===== config.mk =====
export PLATFORM = sky130hd
export DESIGN_NAME = vote_channel_arbiter
export DESIGN_NICKNAME = d
export VERILOG_FILES = /design/src/rtl/vote_channel_arbiter.sv
export SDC_FILE = /design/constraint.sdc
export NUM_CORES = 1
export LEC_CHECK = 0
export ABC_CLOCK_PERIOD_IN_PS = 5500
export CAP_MARGIN = 10
export CORE_MARGIN = 2
export CORE_UTILIZATION = 46
export DETAILED_ROUTE_END_ITERATION = 6
export HOLD_SLACK_MARGIN = 0.05
export PLACE_DENSITY = 0.93
export SETUP_SLACK_MARGIN = 0.02
export SYNTH_ARGS = -nofsm -noshare
export SYNTH_HDL_FRONTEND = slang
export SYNTH_SLANG_ARGS = --single-unit

===== constraint.sdc =====
create_clock -name clock -period 5.5 [get_ports clock]
set_clock_uncertainty 0.15 [all_clocks]
set_input_delay 1.375 -clock clock [delete_from_list [all_inputs] [get_ports clock]]
set_output_delay 1.375 -clock clock [all_outputs]
set_load 0.02 [all_outputs]

===== src/rtl/vote_channel_arbiter.sv =====
// Round-robin arbiter sharing one rts/cts voter channel among N_REQ requesters.
// Optional handshake abort is compiled in with `define VCA_TIMEOUT_EN.
module vote_channel_arbiter #(
   parameter int N_REQ   = 4,
   parameter int DW      = 4,
   parameter int TIMEOUT = 15
) (
   input  logic                clock,
   input  logic                reset,
   input  logic [N_REQ-1:0]    req,
   input  logic [N_REQ*DW-1:0] req_data,
   input  logic                cts,
   output logic                rts,
   output logic [DW-1:0]       v_out,
   output logic [N_REQ-1:0]    gnt,
   output logic [N_REQ-1:0]    ack,
   output logic                busy,
   output logic                err
);

   localparam int PW = (N_REQ > 1) ? $clog2(N_REQ) : 1;

   typedef enum logic [2:0] {
      S_IDLE    = 3'd0,
      S_SEND    = 3'd1,
      S_RELEASE = 3'd2,
      S_DONE    = 3'd3,
      S_ABORT   = 3'd4
   } state_t;

   state_t             state_q, state_d;
   logic [PW-1:0]      ptr_q, ptr_d;
   logic [PW-1:0]      win_q, win_d;
   logic               rts_q, rts_d;
   logic [DW-1:0]      v_out_q, v_out_d;
   logic [N_REQ-1:0]   gnt_q, gnt_d;
   logic [N_REQ-1:0]   ack_q, ack_d;
   logic               busy_q, busy_d;
   logic               err_q, err_d;
   logic               found_s;
   logic [PW-1:0]      win_s;
   logic [PW-1:0]      ptr_inc_s;
   int                 idx_s;
`ifdef VCA_TIMEOUT_EN
   localparam int CW = $clog2(TIMEOUT + 1);
   logic [CW-1:0]      cnt_q, cnt_d;
   logic               tmo_s;
   assign tmo_s = (cnt_q == CW'(TIMEOUT - 1));
`endif

   // Rotating search: first active request at or after ptr, wrapping by explicit compare.
   always_comb begin
      found_s = 1'b0;
      win_s   = '0;
      idx_s   = 0;
      for (int k = 0; k < N_REQ; k++) begin
         idx_s = int'(ptr_q) + k;
         if (idx_s >= N_REQ) idx_s = idx_s - N_REQ;
         else                idx_s = idx_s;
         if (!found_s && req[idx_s]) begin
            found_s = 1'b1;
            win_s   = PW'(idx_s);
         end else begin
            found_s = found_s;
         end
      end
      if (win_q == PW'(N_REQ - 1)) ptr_inc_s = '0;
      else                         ptr_inc_s = win_q + PW'(1);
   end

   always_ff @(posedge clock) begin
      if (!reset) begin
         state_q <= S_IDLE;
         ptr_q   <= '0;
         win_q   <= '0;
         rts_q   <= 1'b0;
         v_out_q <= '0;
         gnt_q   <= '0;
         ack_q   <= '0;
         busy_q  <= 1'b0;
         err_q   <= 1'b0;
`ifdef VCA_TIMEOUT_EN
         cnt_q   <= '0;
`endif
      end else begin
         state_q <= state_d;
         ptr_q   <= ptr_d;
         win_q   <= win_d;
         rts_q   <= rts_d;
         v_out_q <= v_out_d;
         gnt_q   <= gnt_d;
         ack_q   <= ack_d;
         busy_q  <= busy_d;
         err_q   <= err_d;
`ifdef VCA_TIMEOUT_EN
         cnt_q   <= cnt_d;
`endif
      end
   end

   // Next state; a timeout takes priority over a cts arriving in the same cycle.
   always_comb begin
      state_d = state_q;
      case (state_q)
         S_IDLE: begin
            if (found_s && !cts) state_d = S_SEND;
            else                 state_d = S_IDLE;
         end
         S_SEND: begin
`ifdef VCA_TIMEOUT_EN
            if (tmo_s)     state_d = S_ABORT;
            else if (cts)  state_d = S_RELEASE;
            else           state_d = S_SEND;
`else
            if (cts)       state_d = S_RELEASE;
            else           state_d = S_SEND;
`endif
         end
         S_RELEASE: begin
`ifdef VCA_TIMEOUT_EN
            if (tmo_s)     state_d = S_ABORT;
            else if (!cts) state_d = S_DONE;
            else           state_d = S_RELEASE;
`else
            if (!cts)      state_d = S_DONE;
            else           state_d = S_RELEASE;
`endif
         end
         S_DONE:  state_d = S_IDLE;
         default: state_d = S_IDLE;
      endcase
   end

   // Registered-output next values, derived from the current and next state.
   always_comb begin
      ptr_d   = ptr_q;
      win_d   = win_q;
      rts_d   = rts_q;
      v_out_d = v_out_q;
      gnt_d   = gnt_q;
      ack_d   = '0;
      err_d   = 1'b0;
      busy_d  = (state_d != S_IDLE);
`ifdef VCA_TIMEOUT_EN
      cnt_d   = cnt_q;
`endif
      case (state_q)
         S_IDLE: begin
            if (state_d == S_SEND) begin
               rts_d   = 1'b1;
               win_d   = win_s;
               v_out_d = req_data[win_s*DW +: DW];
               gnt_d   = N_REQ'(1) << win_s;
`ifdef VCA_TIMEOUT_EN
               cnt_d   = '0;
`endif
            end else begin
               rts_d   = 1'b0;
            end
         end
         S_SEND, S_RELEASE: begin
`ifdef VCA_TIMEOUT_EN
            cnt_d = cnt_q + CW'(1);
            if (state_d == S_ABORT) begin
               rts_d = 1'b0;
               err_d = 1'b1;
               ack_d = N_REQ'(1) << win_q;
            end else begin
               err_d = 1'b0;
            end
`endif
            if (state_d == S_RELEASE)   rts_d = 1'b0;
            else if (state_d == S_DONE) ack_d = N_REQ'(1) << win_q;
            else                        rts_d = rts_d;
         end
         S_DONE, S_ABORT: begin
            gnt_d = '0;
            rts_d = 1'b0;
            ptr_d = ptr_inc_s;
         end
         default: begin
            gnt_d = '0;
            rts_d = 1'b0;
         end
      endcase
   end

   assign rts   = rts_q;
   assign v_out = v_out_q;
   assign gnt   = gnt_q;
   assign ack   = ack_q;
   assign busy  = busy_q;
   assign err   = err_q;

endmodule


[Word level (Yosys, flattened, before mapping)]
Cells that the tools add are included.
Storage, ports and cells
  register bits: 21
  logic and storage cells: 89
  ROM bits: 0
  input bits: 23
  latch bits: 0
  output and inout port bits: 15
  memories: 0
  memory bits (writable): 0
Operators by class
  reduce and logical (&&, ||, !) cells: 15
  divide/modulo/power cells: 0
  order comparisons: 8
  bitwise gates (word level): 3
  shift operators: 3
  equal/unequal tests: 10
  add/subtract/negate cells: 8
  multipliers: 0
  mux-type cells: 34
Operator list (number)
  32-bit by 4-bit less-than comparator with 1-bit output, second input constant: 4
  32-bit 2-to-1 mux: 4
  1-bit 2-to-1 mux: 16
  16-bit by 5-bit indexed part select with 4-bit output: 1
  3-bit by 2-bit equality test with 1-bit output, second input constant: 4
  2-bit 2-to-1 mux: 6
  3-bit by 3-bit subtractor with 4-bit output, second input constant: 3
  3-bit greater-or-equal comparator, second input constant: 3
  3-bit case mux with 3 select lines: 1
  1-bit binary-select mux with 2-bit select: 4
  4-bit case mux with 2 select lines: 1
  1-bit by 2-bit << shifter with 4-bit output, first input constant: 2
  2-bit by 2-bit adder with 3-bit output, second input constant: 2
  3-bit by 1-bit equality test with 1-bit output, second input constant: 2
  1-bit logical AND: 4
  1-bit logical NOT: 4
  4-bit 2-to-1 mux: 1
  2-bit != test, second input constant: 2
  2-bit AND reduction: 2
  2-bit OR reduction: 2
  4-bit OR reduction: 1
  2-bit by 3-bit subtractor with 4-bit output, second input constant: 1
  2-bit by 1-bit adder with 3-bit output, second input constant: 1
  3-bit equality test, second input constant: 1
  7 further kinds: 9

[Depth between registers and ports, before layout]
Gate-level depths: netlist of the first run.
  depth in word-level cells: 21
  mapped depth: 7
  gate-level depth less buffers: 7

[Worst setup path before layout of the first run]
Ideal clock, no wire load.
  kind: input -> register
  start point: input port req[0]
  end point: register gnt_q[2] (netlist: gnt[2])
  setup time: 117 ps
  path slack: 2586 ps
  cell stages on the path: 5
  arrival: 2646 ps
  required time: 5233 ps
  path buffers: 0
  path through: or4_4 > o2111ai_4 > or3b_4 > inv_2 > a32o_1
On the way
  cells in the longest elaborated chain, start to end: 19
Ends and longest elaborated chain
  start: declaration: line 10  | input logic [N_REQ-1:0] req,
  1-bit binary-select mux with 2-bit select: line 60  | if (!found_s && req[idx_s]) begin
  1-bit 2-to-1 mux (implied by the code) (2 in a row): line 60
  1-bit 2-to-1 mux: line 60
  1-bit logical NOT: line 60
  1-bit logical AND: line 60
  1-bit 2-to-1 mux: line 60
  1-bit logical NOT: line 60
  1-bit logical AND: line 60
  (+2 left out)
  1-bit logical AND: line 60
  1-bit 2-to-1 mux: line 60
  1-bit logical AND: line 106  | if (found_s && !cts) state_d = S_SEND;
  1-bit 2-to-1 mux: line 106
  3-bit case mux with 3 select lines: line 104  | case (state_q)
  3-bit by 1-bit equality test with 1-bit output: line 149  | if (state_d == S_SEND) begin
  2-bit != test (no line)
  2-bit AND reduction (no line)
  end signal: assignment: line 91  | gnt_q <= gnt_d;
  end: declaration: line 36  | logic [N_REQ-1:0] gnt_q, gnt_d;
Several ways; a longest one is shown, not always the timed one. The select of a mux whose other input is x is not followed.
A chain may end at the register's enable or synchronous reset.

[Final worst setup path of the first run]
Ends and elaborated chain as after synthesis.

==> impl_metrics.json, run 1 <==
{
  "synth-edff-count": 0,
  "clk_latency_ns": 0.31,
  "postSynthAreaPerCell_um2": 9.581,
  "crit_arrival_ns": 3.25,
  "h-tree-depth": 1,
  "synthDistinctLibCells": 33,
  "stdcell_area_um2": 1441,
  "min_path_type": "reg -> reg",
  "ys_async_sr_fraction_pct": 0,
  "grt_max_degree": 17,
  "place_congestion": 0.7640,
  "use_met3_pct": 3.274,
  "drt_pass1_iterations": 4,
  "ir_worst_vdd_mv": 0.2110,
  "status": "completed",
  "grt_use_met2_pct": 35.31,
  "die_y_um": 50.77,
  "final_core_util_pct": 71.29,
  "total_power_uw": 355.9,
  "start_util_pct": 49.75,
  "grt_antenna_before_repair": 0,
  "postRouteAntennaNets": 0,
  "nets": 172,
  "cts_tree": "done",
  "grt_usage_pct": 19.07,
  "portBuffers": 36,
  "rsz0062_at_grt": "no",
  "core-area_um2": 2022,
  "area_growth_pct": 43.28,
  "path_class": "in -> reg",
  "dpl_cell_area_um2": 1389,
  "finalCriticalPeriod_ns": 3.197,
  "cts_sinks": 20,
  "synthCells": 105,
  "fill_cells": 149,
  "cts-resized-gates": 0,
  "drive_above_1_share_pct": 6.993,
  "drc": 0,
  "post-place-cells": 166,
  "synthFlopType": "dfxtp_1",
  "grt_util_met1_pct": 21.13,
  "end_kind": "flip-flop",
  "fp.dieW_um": 50.77,
  "cts_inserted_buffers": 3,
  "drv_cap": 0,
  "n_antenna_cell": 0,
  "synth_seq_cells": 20,
  "final_common_cell": "clkdlybuf4s50_1",
  "synth-seq-area-share_pct": 39.80,
  "grt_pass1_vias": 874,
  "most-common-layout-cells": "36 x clkdlybuf4s50_1, 20 x dfxtp_1, 10 x mux2i_1",
  "synth_fp_nets": 133,
  "vias": 912,
  "wl_per_cell_um": 13.01,
  "stdcell_count": 170,
  "fmax_mhz": 312.8,
  "via_per_inst": 5.365,
  "grt_overflow_total": 0,
  "power_density_nw_per_um2": 246.9,
  "synth_area_um2": 1006,
  "clk_pin_slew_ns": 0.10,
  "grt_pass1_wl_um": 3705,
  "yosys_warnings": 0,
  "finalHoldViolCount": 0,
  "grt.busiest_layer": "met2",
  "dp_hpwl_um": 1752,
  "setup_violations": 0,
  "clockBufferDepth": 2,
  "cts_root_buf": "clkbuf_4",
  "wirelength_um": 2212,
  "p_leak_uw": 0.0005974,
  "rows": 16,
  "die_area_um2": 2577,
  "ctsHoldBuffers": 0,
  "critical_path_required_ns": 5.55,
  "final.setup.tns_ns": 0,
  "register_area_um2": 400.4,
  "start_kind": "primary input",
  "io_pins": 38,
  "cp_max_fo": 9,
  "drtIter0Drc": 14,
  "finalCritPeriodShare_pct": 58.13,
  "postCtsSetupBuffers": 0,
  "final-max-slew-violation-count": 0,
  "multi_input_area_um2": 560.5
}
==> stage by stage <==
step                      hold WS (ns)  worst slack, ns
after floorplan                 0.3196            2.586
after global placement          0.2901            2.061
after detailed placement        0.2942            2.014
after CTS                       0.3243            2.322
after global routing            0.3493            2.224
final                           0.3216            2.303
==> power breakdown <==
group	total [uW]	switching [uW]	internal (uW)
clock	119	45.5	73.7
combinational	79.4	37.4	41.9
sequential	157	4.83	153
==> layer usage <==
metal  vias to the layer above  part of all wire (%)
met4                         0                   1.7
li1                        456                     -
met5                         -                     0
met2                        30                    52
met3                         4                   4.9
met1                       422                    42
==> kinds of logic after synthesis <==
| group | Yosys count | synth area share [%] |
|---|---|---|
| AND/OR/NAND/NOR | 38 | 21.64 |
| buffers and inverters | 10 | 4.476 |
| other | 1 | 0.3728 |
| adder cells (fa/ha/maj) | 5 | 6.219 |
| AO/OA/AOI/OAI | 21 | 17.54 |
| multiplexers | 10 | 9.951 |
| flip-flops | 20 | 39.80 |
==> cell usage after synthesis, types with 2 or more instances <==
cell / instances / area share [%]
dfxtp_1: 20 / 40
mux2i_1: 10 / 10
inv_1: 6 / 2.2
nand3_1: 6 / 3.0
nor2b_1: 6 / 3.7
nor3_1: 6 / 3.0
ha_1: 5 / 6.2
nand2_1: 5 / 1.9
o221ai_1: 4 / 3.5
a21o_1: 3 / 2.2
a21oi_1: 3 / 1.5
and2_1: 3 / 1.9
nor2_1: 3 / 1.1
buf_4: 2 / 1.5
nand2b_1: 2 / 1.2
nand3b_1: 2 / 1.5
o211ai_1: 2 / 1.5
o21ai_0: 2 / 1.0
==> sequential cells by signal, summed over array words and instances (netlist names) <==
name	count
rts	1
win_q	2
gnt	4
ack	4
v_out	4
busy	1
state_q	2
ptr_q	2
==> worst paths after layout <==
check / slack [ns] / cells past startpoint / startpoint / endpoint
max reg2reg: 3.42 / 7 / state_q[1]$_SDFF_PN0_ / gnt[2]$_SDFFE_PN0P_
max: 2.30 / 6 / req[0] / gnt[2]$_SDFFE_PN0P_
min: 0.32 / 1 / gnt[0]$_SDFFE_PN0P_ / gnt[0]$_SDFFE_PN0P_
min reg2reg: 0.32 / 1 / gnt[0]$_SDFFE_PN0P_ / gnt[0]$_SDFFE_PN0P_
==> layout make-up <==
type                            count  area share, %
Multi-Input combinational cell     75          38.89
Sequential cell                    20          27.78
Timing Repair Buffer               37          25.52
Tap cell                           27          2.344
Clock inverter                      1          2.083
Inverter                            7          1.823
Clock buffer                        3          1.563
==> critical path: stages <==
cell and delay (ns):
clkdlybuf4s50_1 0.47, or4_4 0.59, o2111ai_4 0.32, or3b_4 0.23, inv_2 0.03, a32o_1 0.23
Power figures use the tool's default switching activity.
==> run 2, diff against run 1 <==
Settings changed: ABC_CLOCK_PERIOD_IN_PS 5500 to 3200, CORE_UTILIZATION 46 to 43, PLACE_DENSITY 0.93 to 0.88.
Clock period 5.5 ns to 3.2 ns, I/O delays scaled along.
==> run 2 against run 1 <==
  * Utilization decreased by 5.7 points
  * First-iteration DRC count increased by 36%
  * Die area is 6.4% higher
  * Critical path type unchanged
  * Largest power group unchanged
==> impl_metrics.json, run 2 (same netlist as run 1, synthesis figures left out) <==
{
  "clockBufferDepth": 2,
  "nets": 173,
  "end_kind": "flip-flop",
  "finalHoldViolCount": 0,
  "grt_overflow_total": 0,
  "setup_violations": 0,
  "n_antenna_cell": 0,
  "fp.dieW_um": 52.37,
  "cts_inserted_buffers": 3,
  "grt_pass1_vias": 920,
  "wirelength_um": 2301,
  "power_density_nw_per_um2": 424.2,
  "postRouteAntennaNets": 0,
  "final_core_util_pct": 65.55,
  "cp_max_fo": 9,
  "finalCriticalPeriod_ns": 2.595,
  "postCtsSetupBuffers": 0,
  "clk_latency_ns": 0.31,
  "grt_max_degree": 17,
  "core-area_um2": 2212,
  "min_path_type": "reg -> reg",
  "drv_cap": 0,
  "area_growth_pct": 44.15,
  "drt_pass1_iterations": 4,
  "cts_sinks": 20,
  "die_y_um": 52.37,
  "grt_pass1_wl_um": 3857,
  "h-tree-depth": 1,
  "rsz0062_at_grt": "no",
  "portBuffers": 36,
  "via_per_inst": 5.378,
  "most-common-layout-cells": "36 x clkdlybuf4s50_1, 20 x dfxtp_1, 10 x mux2i_1",
  "fmax_mhz": 385.3,
  "grt_usage_pct": 19.19,
  "wl_per_cell_um": 13.38,
  "cts_root_buf": "clkbuf_4",
  "dp_hpwl_um": 1726,
  "path_class": "in -> reg",
  "ir_worst_vdd_mv": 0.3129,
  "final.setup.tns_ns": 0,
  "start_util_pct": 45.48,
  "place_congestion": 0.7979,
  "drc": 0,
  "final-max-slew-violation-count": 0,
  "status": "completed",
  "finalCritPeriodShare_pct": 81.11,
  "drtIter0Drc": 19,
  "rows": 17,
  "start_kind": "primary input",
  "ctsHoldBuffers": 0,
  "layout_setup_ws_ns": 0.6046,
  "preCtsSetupSlack_ns": 0.2851,
  "clk_pin_slew_ns": 0.11,
  "die_area_um2": 2742,
  "vias": 925,
  "cts-resized-gates": 0,
  "io_pins": 38,
  "critical_path_required_ns": 3.26,
  "drive_above_1_share_pct": 7.639,
  "p_leak_uw": 0.0006022,
  "crit_arrival_ns": 2.65,
  "final_common_cell": "clkdlybuf4s50_1",
  "cts_tree": "done",
  "grt_antenna_before_repair": 0
}
-- run 2: changes by cell type in the layout (fill, tap and decap cells not counted) --
cell	previous run	this run
buf_4	1	2
-- run 2: final cells by class --
class | count | area, um2
fill | 191 | 762.0
multi-input combinational | 75 | 560.5
sequential | 20 | 400.4
timing repair buffer | 38 | 375.4
tap | 28 | 35.03
clock inverter | 1 | 30.03
inverter | 7 | 26.28
clock buffer | 3 | 22.52
-- run 2: final timing paths --
path                          to  slack (ns)  cells after the start                  start
max          gnt[2]$_SDFFE_PN0P_        0.60                      6                 req[0]
min          gnt[1]$_SDFFE_PN0P_        0.32                      1    gnt[1]$_SDFFE_PN0P_
max reg2reg  gnt[0]$_SDFFE_PN0P_        1.07                      6  state_q[0]$_SDFF_PN0_
min reg2reg  gnt[1]$_SDFFE_PN0P_        0.32                      1    gnt[1]$_SDFFE_PN0P_
-- run 2: per-layer routing --
metal | vias up | GRT usage [%] | wire length [um]
met2 | 43 | 33.13 | 1145
met1 | 416 | 21.16 | 931
li1 | 459 | - | -
met5 | - | 0 | 0
met4 | 0 | 11.54 | 72
met3 | 7 | 4.286 | 150
-- run 2: critical path, stage by stage --
cell	delay, ns
clkdlybuf4s50_1	0.45
or4_4	0.59
o2111ai_4	0.32
or3b_4	0.23
inv_2	0.03
a32o_1	0.23
-- run 2: report_power, final --
group          total, uW  internal (uW)  leakage, uW  switching [uW]
logic                138           72.9     0.000411            65.3
registers            271            262     0.000163            9.15
clock network        205            127    0.0000279            78.7
total                615            462     0.000602             153
-- run 2: metrics by stage --
step                      total power, uW  std cells  hold slack, ns  area (um2)
final                               615.1        172          0.3200        1450
after global routing                647.0        172          0.3447        1450
after detailed placement            413.6        168          0.2954        1398
after CTS                           619.4        172          0.3249        1450
after global placement              409.5        168          0.2893        1398
after floorplan                     351.5        105          0.3196        1006
